$ cat config.mk
export PLATFORM = sky130hd
export DESIGN_NAME = pci_arbiter
export DESIGN_NICKNAME = d
export VERILOG_FILES = /design/src/rtl/pci_arbiter.sv
export SDC_FILE = /design/constraint.sdc
export NUM_CORES = 1
export LEC_CHECK = 0
export CORE_UTILIZATION = 35
export CTS_CLUSTER_DIAMETER = 50
export DETAILED_ROUTE_END_ITERATION = 16
export SLEW_MARGIN = 20
export SYNTH_ARGS = -nofsm -noshare
export SYNTH_HDL_FRONTEND = slang
export SYNTH_SLANG_ARGS = --single-unit
$ cat constraint.sdc
create_clock -name CLK -period 3.2 [get_ports CLK]
set_input_delay 0.64 -clock CLK [delete_from_list [all_inputs] [get_ports CLK]]
set_output_delay 0.64 -clock CLK [all_outputs]
set_load 0.005 [all_outputs]
$ cat src/rtl/pci_arbiter.sv
// ---------------------------------------------------------------------------
// pci_arbiter
//
// Central round-robin bus arbiter for a shared PCI segment. It accepts
// active-low requests from NREQ initiators and drives at most one active-low
// grant at a time. FRAME/IRDY are watched to follow bus ownership. A grant
// that is not used within TIMEOUT cycles is withdrawn.
//
// Optional feature (compile-time macro): PCI_ARB_PARK_EN
//   When defined, an idle bus with no requests is parked on the last owner.
//   When undefined, all grants are high while idle and FRAME activity seen
//   while idle is ignored.
//
// Parameters:
//   NREQ     number of initiators (2..8)
//   TIMEOUT  cycles a granted master has to assert FRAME
//
// Ports:
//   CLK       clock, all logic on the rising edge
//   RST       synchronous reset, active-low
//   REQ       per-initiator request, active-low
//   FRAME     PCI FRAME, active-low
//   IRDY      PCI IRDY, active-low
//   GNT       per-initiator grant, active-low, registered, at most one low
//   OWNER     index of the current or most recent grantee, registered
//   BUS_BUSY  high while a transaction granted here is in progress
// ---------------------------------------------------------------------------
module pci_arbiter #(
    parameter int NREQ    = 4,
    parameter int TIMEOUT = 16
) (
    input  logic                    CLK,
    input  logic                    RST,
    input  logic [NREQ-1:0]         REQ,
    input  logic                    FRAME,
    input  logic                    IRDY,
    output logic [NREQ-1:0]         GNT,
    output logic [$clog2(NREQ)-1:0] OWNER,
    output logic                    BUS_BUSY
);

    localparam int PW = $clog2(NREQ);
    localparam int CW = $clog2(TIMEOUT + 1);
    localparam logic [NREQ-1:0] ONE = {{(NREQ-1){1'b0}}, 1'b1};

    // GAP is the one-cycle all-high gap used when leaving a parked grant
    // for a different master; it is unreachable without parking.
    typedef enum logic [1:0] {
        IDLE  = 2'd0,
        GRANT = 2'd1,
        BUSY  = 2'd2,
        GAP   = 2'd3
    } state_t;

    state_t          state, state_n;
    logic [PW-1:0]   ptr, ptr_n;
    logic [CW-1:0]   cnt, cnt_n;
    logic [NREQ-1:0] gnt_n;
    logic [PW-1:0]   owner_n;
    logic [PW-1:0]   winner;
    logic            any_req;

    // Round-robin pick: offsets are scanned from farthest to nearest so the
    // nearest requester after 'last' overwrites everything else. Offset NREQ
    // is 'last' itself, which therefore has the lowest priority.
    function automatic logic [PW-1:0] rr_pick(input logic [NREQ-1:0] req,
                                              input logic [PW-1:0]   last);
        logic [PW-1:0] pick;
        logic [PW-1:0] idx;
        pick = last;
        for (int i = NREQ; i >= 1; i--) begin
            idx = PW'((int'(last) + i) % NREQ);
            if (!req[idx]) begin
                pick = idx;
            end
        end
        return pick;
    endfunction

    assign any_req  = ~&REQ;
    assign winner   = rr_pick(REQ, ptr);
    assign BUS_BUSY = (state == BUSY);

    // Next-state and next-output logic. Every grant decision loads the
    // pointer and owner together and clears the timeout counter.
    always_comb begin
        state_n = state;
        gnt_n   = GNT;
        owner_n = OWNER;
        ptr_n   = ptr;
        cnt_n   = cnt;
        case (state)
            IDLE: begin
`ifdef PCI_ARB_PARK_EN
                if (!FRAME) begin
                    // Parked master started a transaction on its own.
                    state_n = BUSY;
                    gnt_n   = '1;
                end else if (any_req) begin
                    if (!GNT[OWNER] && (winner != OWNER)) begin
                        // Take the park grant away before handing over.
                        state_n = GAP;
                        gnt_n   = '1;
                    end else begin
                        state_n = GRANT;
                        gnt_n   = ~(ONE << winner);
                        owner_n = winner;
                        ptr_n   = winner;
                        cnt_n   = '0;
                    end
                end else begin
                    gnt_n = ~(ONE << OWNER);
                end
`else
                if (any_req) begin
                    state_n = GRANT;
                    gnt_n   = ~(ONE << winner);
                    owner_n = winner;
                    ptr_n   = winner;
                    cnt_n   = '0;
                end else begin
                    gnt_n = '1;
                end
`endif
            end
            GRANT: begin
                // FRAME has priority over a simultaneous request drop.
                if (!FRAME) begin
                    state_n = BUSY;
                    gnt_n   = '1;
                end else if (REQ[OWNER]) begin
                    state_n = IDLE;
                    gnt_n   = '1;
                end else if (cnt == CW'(TIMEOUT - 1)) begin
                    state_n = IDLE;
                    gnt_n   = '1;
                end else if (cnt != {CW{1'b1}}) begin
                    cnt_n = cnt + 1'b1;
                end
            end
            BUSY: begin
                if (FRAME && IRDY) begin
                    state_n = IDLE;
                end
            end
            GAP: begin
                if (any_req) begin
                    state_n = GRANT;
                    gnt_n   = ~(ONE << winner);
                    owner_n = winner;
                    ptr_n   = winner;
                    cnt_n   = '0;
                end else begin
                    state_n = IDLE;
                end
            end
            default: begin
                state_n = IDLE;
                gnt_n   = '1;
            end
        endcase
    end

    // State and output registers with synchronous active-low reset.
    always_ff @(posedge CLK) begin
        if (!RST) begin
            state <= IDLE;
            ptr   <= PW'(NREQ - 1);
            cnt   <= '0;
            GNT   <= '1;
            OWNER <= '0;
        end else begin
            state <= state_n;
            ptr   <= ptr_n;
            cnt   <= cnt_n;
            GNT   <= gnt_n;
            OWNER <= owner_n;
        end
    end

endmodule

After elaboration in Yosys (flattened, before gate mapping). Cells that the tools add are included.

Register bits: 15. Bits of input ports: 8. Output and inout port bits: 7.

Add/subtract/negate cells: 5. Order comparisons: 5. Equality and inequality tests: 14. Shifts and indexed selects: 1. Multiplexer cells: 33. Bitwise operators: 2. Reductions and logical operators: 10.

Operators by type and width (count): 5-bit two-way mux (5); 4-bit two-way mux (5); 2-bit two-way mux (9); 2-bit by 3-bit less-than comparator with 1-bit output (second input constant) (5); 2-bit != test (second input constant) (7); 4-bit one-hot mux with 3 select lines (1); 1-bit binary-select mux with 2-bit select (5); 5-bit one-hot mux with 2 select lines (1); 2-bit one-hot mux with 4 select lines (1); 1-bit two-way mux (6); 3-bit AND reduction (2); 6-bit AND reduction (1); 5-bit by 1-bit adder with 5-bit output (second input constant) (1); 5-bit by 4-bit == test with 1-bit output (second input constant) (1); 5-bit != test (second input constant) (1); 2-bit by 1-bit adder with 2-bit output (second input constant) (2); 2-bit adder (second input constant) (2); 2-bit == test (second input constant) (2); 4-bit != test (second input constant) (1); 4-bit inverter (1); 4-bit AND reduction (1); 1-bit by 2-bit << shifter with 4-bit output (first input constant) (1); 3-bit nonzero test (1); 2-bit by 1-bit == test with 1-bit output (second input constant) (1); 7 further kinds (7).

Longest topological paths before layout.
Depth in word-level cells: 11. Depth in mapped cells: 7. Depth with buffers taken out: 7.

Worst setup path before layout. No wires, ideal clock.

Path type: reg-to-reg. Start point: register cnt[0]. End point: register cnt[3]. Library setup time: 0.084 ns. Data arrival time: 1.916 ns. Required time: 3.116 ns. Path slack: 1.200 ns. Stages on the path, launching flop included: 8. Buffers on the path: 0. Period minus slack after synthesis: 2.000 ns. Path through: dfxtp_1 ha_1 and3_1 ha_1 nor4b_2 a22oi_1 or3_4 o31ai_2.

Cells in the longest elaborated chain, start to end: 6. Elaborated cells between the ends (all ways): 11. Classes of those cells: 1 x add/sub; 4 x eq/ne; 5 x mux; 1 x reduce/logical.

RTL lines: start: declaration (RTL line 57) `logic [CW-1:0] cnt, cnt_n;`; start signal: assignment (RTL line 175) `cnt <= cnt_n;`; 5-bit by 1-bit adder with 5-bit output (RTL line 138) `cnt_n = cnt + 1'b1;`; 5-bit two-way mux (RTL line 137) `end else if (cnt != {CW{1'b1}}) begin`; 5-bit two-way mux (RTL line 134) `end else if (cnt == CW'(TIMEOUT - 1)) begin`; 5-bit two-way mux (RTL line 131) `end else if (REQ[OWNER]) begin`; 5-bit two-way mux (RTL line 128) `if (!FRAME) begin`; 5-bit one-hot mux with 2 select lines (RTL line 92) `case (state)`.

Several ways; a longest one is shown, not always the timed one. The select of a mux whose other input is x is not followed. A chain may end at the register's enable or synchronous reset.

Final worst setup path. Ends and elaborated chain as after synthesis.

==> run_results.csv <==
group,metric,value,unit
timing,rsz0062_at_grt,"no",
global_route,gr-total-overflow,0,
global_route,grt_pass1_wl,3440,µm
global_route,grt_max_degree,11,
timing,relSlewSlack,54.8,%
routing,wl,2090,µm
final_layout,fill_cells,251,
clock_network,cts_made_buffers,3,
final_layout,drive_above_1_share,12.3,%
timing,drv_slew,0,
synthesis,synthTopCellsByArea,"dfxtp_1 32%, ha_1 12%, mux2i_1 4.3%, o32a_1 4.3%, a21oi_1 2.7%",
min_path,min_from,"GNT[0]",
synthesis,yosys-top-cells-count,"15 x dfxtp_1, 9 x ha_1, 6 x inv_1, 6 x nand2_1",
final_layout,fin_nets,132,
synthesis,synthFlopType,"dfxtp_1",
pwr,cellPowerDensity,447,nW/µm²
synthesis,synth_top_area_share,32.0,%
synthesis,yosysSeqAreaShare,32.0,%
synthesis,syn_nets,114,
floorplanning,fp.dieW,53.7,µm
timing,fin_skew,7.24,ps
timing,holdWs,479,ps
routing,drtIter0Drc,12,
placement,gp_congestion,0.778,
routing,vias_per_cell,5.83,
synthesis,netlist_instances,97,
synthesis,avgSynthCellArea,9.66,µm²
setup_path,arrival,2380,ps
setup_path,r2r_slack,1020,ps
clock_network,cts_resized,0,
timing,finalSetupTns,0,ps
clock_network,tritoncts,"built",
floorplanning,die_area,2890,µm²
setup_path,cp-start-kind,"register",
synthesis,async_flop_share,0,%
routing,first_pass_iters,4,
final_layout,fin_cells,144,
min_path,min_path_cells,1,
synthesis,synth.most_common_cell,"dfxtp_1",
synthesis,synth_top_area_cell,"dfxtp_1",
pwr,p_leak,0.431,nW
clock_network,clk-insertion-delay-late,290,ps
clock_network,postCtsSetupRepairBufs,0,
floorplanning,coreArea,2500,µm²
setup_path,end_kind,"register",
timing,finalSetupViolCount,0,
clock_network,cts-hold-fix-buffers,0,
floorplanning,chipHeight,53.7,µm
min_path,hold_path_end,"GNT[0]",
final_layout,seq_area,300,µm²
timing,fin_crit_sh,68.0,%
synthesis,synth-edff-count,0,
pwr,ir_worst_vdd,0.250,mV
placement,dpl.hpwl,1590,µm
routing,wire_per_inst,14.5,µm
status,outcome,"completed",
routing,ant_nets,0,
timing,finalHoldViolCount,0,
timing,max_freq,460,MHz
synthesis,syn-cell-area,937,µm²
placement,port_buffers,14,
setup_path,cp.required,3400,ps
placement,dp_cells,140,
clock_network,clock_sinks,15,
setup_path,r2r_start,"cnt[0]",
synthesis,ys_types,40,
setup_path,critPathKind,"register to register",
global_route,grt_pass1_vias,763,
global_route,grt_usage,16.8,%
clock_network,clockRootBuffer,"clkbuf_4",
setup_path,crit_fanout,5,
final_layout,multiInputGateArea,602,µm²
min_path,hold_class,"register to register",
clock_network,cts.path.max_buffers,2,
floorplanning,initial_core_util,37.5,%
synthesis,synth_seq_cells,15,
timing,fin_crit,2180,ps
timing,worst_slew_pin_slew,669,ps
setup_path,rr_worst_depth,7,
routing,drc_errors,0,
floorplanning,io_pins,15,
final_layout,area_delta_synth_final,21.2,%
synthesis,yosys_warnings,0,
global_route,antenna_found_initial,0,
routing,vias,839,
setup_path,reg2reg_to,"cnt[3]",
clock_network,clkTransAtPathRegs,90,ps
floorplanning,rows,18,
clock_network,cts-htree-levels,1,
flow_run,maxCapViolations,0,
setup_path,startpoint,"cnt[0]",
final_layout,n_antenna_cell,0,
==> critical path: stages, from the launching register on <==
cell	delay, ps
dfxtp_1	340
ha_1	230
and3_1	210
ha_1	220
nor4b_2	300
a22oi_1	140
or3_4	430
o31ai_2	230
==> metal layers <==
layer | wire (µm) | track usage (%)
met5 | 0 | 0
met4 | 10 | 3.95
met3 | 115 | 6.21
met2 | 973 | 26.5
met1 | 989 | 21.4
==> area by class of cell <==
type                    instances  share of cell area [%]
multi-input cells              73                    53.0
flip-flops and latches         15                    26.4
repair buffers                 14                    12.3
well taps                      30                    3.30
inverters                       8                    2.64
clock buffers                   4                    2.31
==> layout by cell type, fill, tap and decap left out, types with 2 or more instances in the layout <==
cell	netlist	final
clkbuf_4	0	3
a21oi_1	5	5
o31ai_2	2	2
mux2i_1	4	4
a21o_1	2	2
ha_1	9	9
dfxtp_1	15	15
o32a_1	4	4
inv_2	2	2
clkdlybuf4s50_1	0	14
and3_1	2	2
a22o_1	2	2
o22ai_1	2	2
o21ai_0	5	5
o221a_2	2	2
nand2_1	6	6
or3_1	2	2
inv_1	6	6
o21ai_1	3	3
a31oi_1	2	2
==> per-stage QoR <==
| stage | setup WS [ps] | total power [W] | area [µm²] | utilization [%] |
|---|---|---|---|---|
| 2_1_floorplan | 1200 | 0.000339 | 937 | - |
| 3_3_place_gp | 846 | 0.000399 | 1110 | 44.4 |
| 3_5_place_dp | 817 | 0.000404 | 1110 | 44.4 |
| 4_1_cts | 1010 | 0.000513 | 1140 | 45.4 |
| 5_1_grt | 852 | 0.000542 | 1140 | 45.4 |
| 6_report | 1020 | 0.000508 | 1140 | 45.4 |
==> how the worst max path moves through the flow <==
stage,end,slack (ps)
after detailed placement,GNT[3],820
after global placement,state[0],850
after CTS,cnt[3],1010
after floorplan,cnt[3],1200
after global routing,cnt[3],850
final,cnt[3],1020
==> where the power goes <==
| part | total, W | switching, W | internal (W) | leakage, nW |
|---|---|---|---|---|
| Clock | 0.000109 | 0.0000603 | 0.0000485 | 0.0150 |
| Sequential | 0.000230 | 0.0000224 | 0.000207 | 0.123 |
| Combinational | 0.000169 | 0.0000833 | 0.0000861 | 0.294 |
==> logic make-up (layout without fill, tap and decap cells) <==
logic type                 after synthesis  count (layout)  synth area share (%)
DFF                                     15              15                  32.0
buffers and inverters                    9              26                  3.74
muxes                                    5               5                  5.47
adders and majority gates                9               9                  12.0
AOI/OAI and AO/OA                       38              38                  30.4
and+or+nand+nor                         21              21                  16.3
==> sequential cells by signal, indices dropped and copies added, names as in the netlist <==
signal,flops
GNT,4
cnt,5
ptr,2
state,2
OWNER,2
Note: power is estimated with default switching activity, not from simulation.
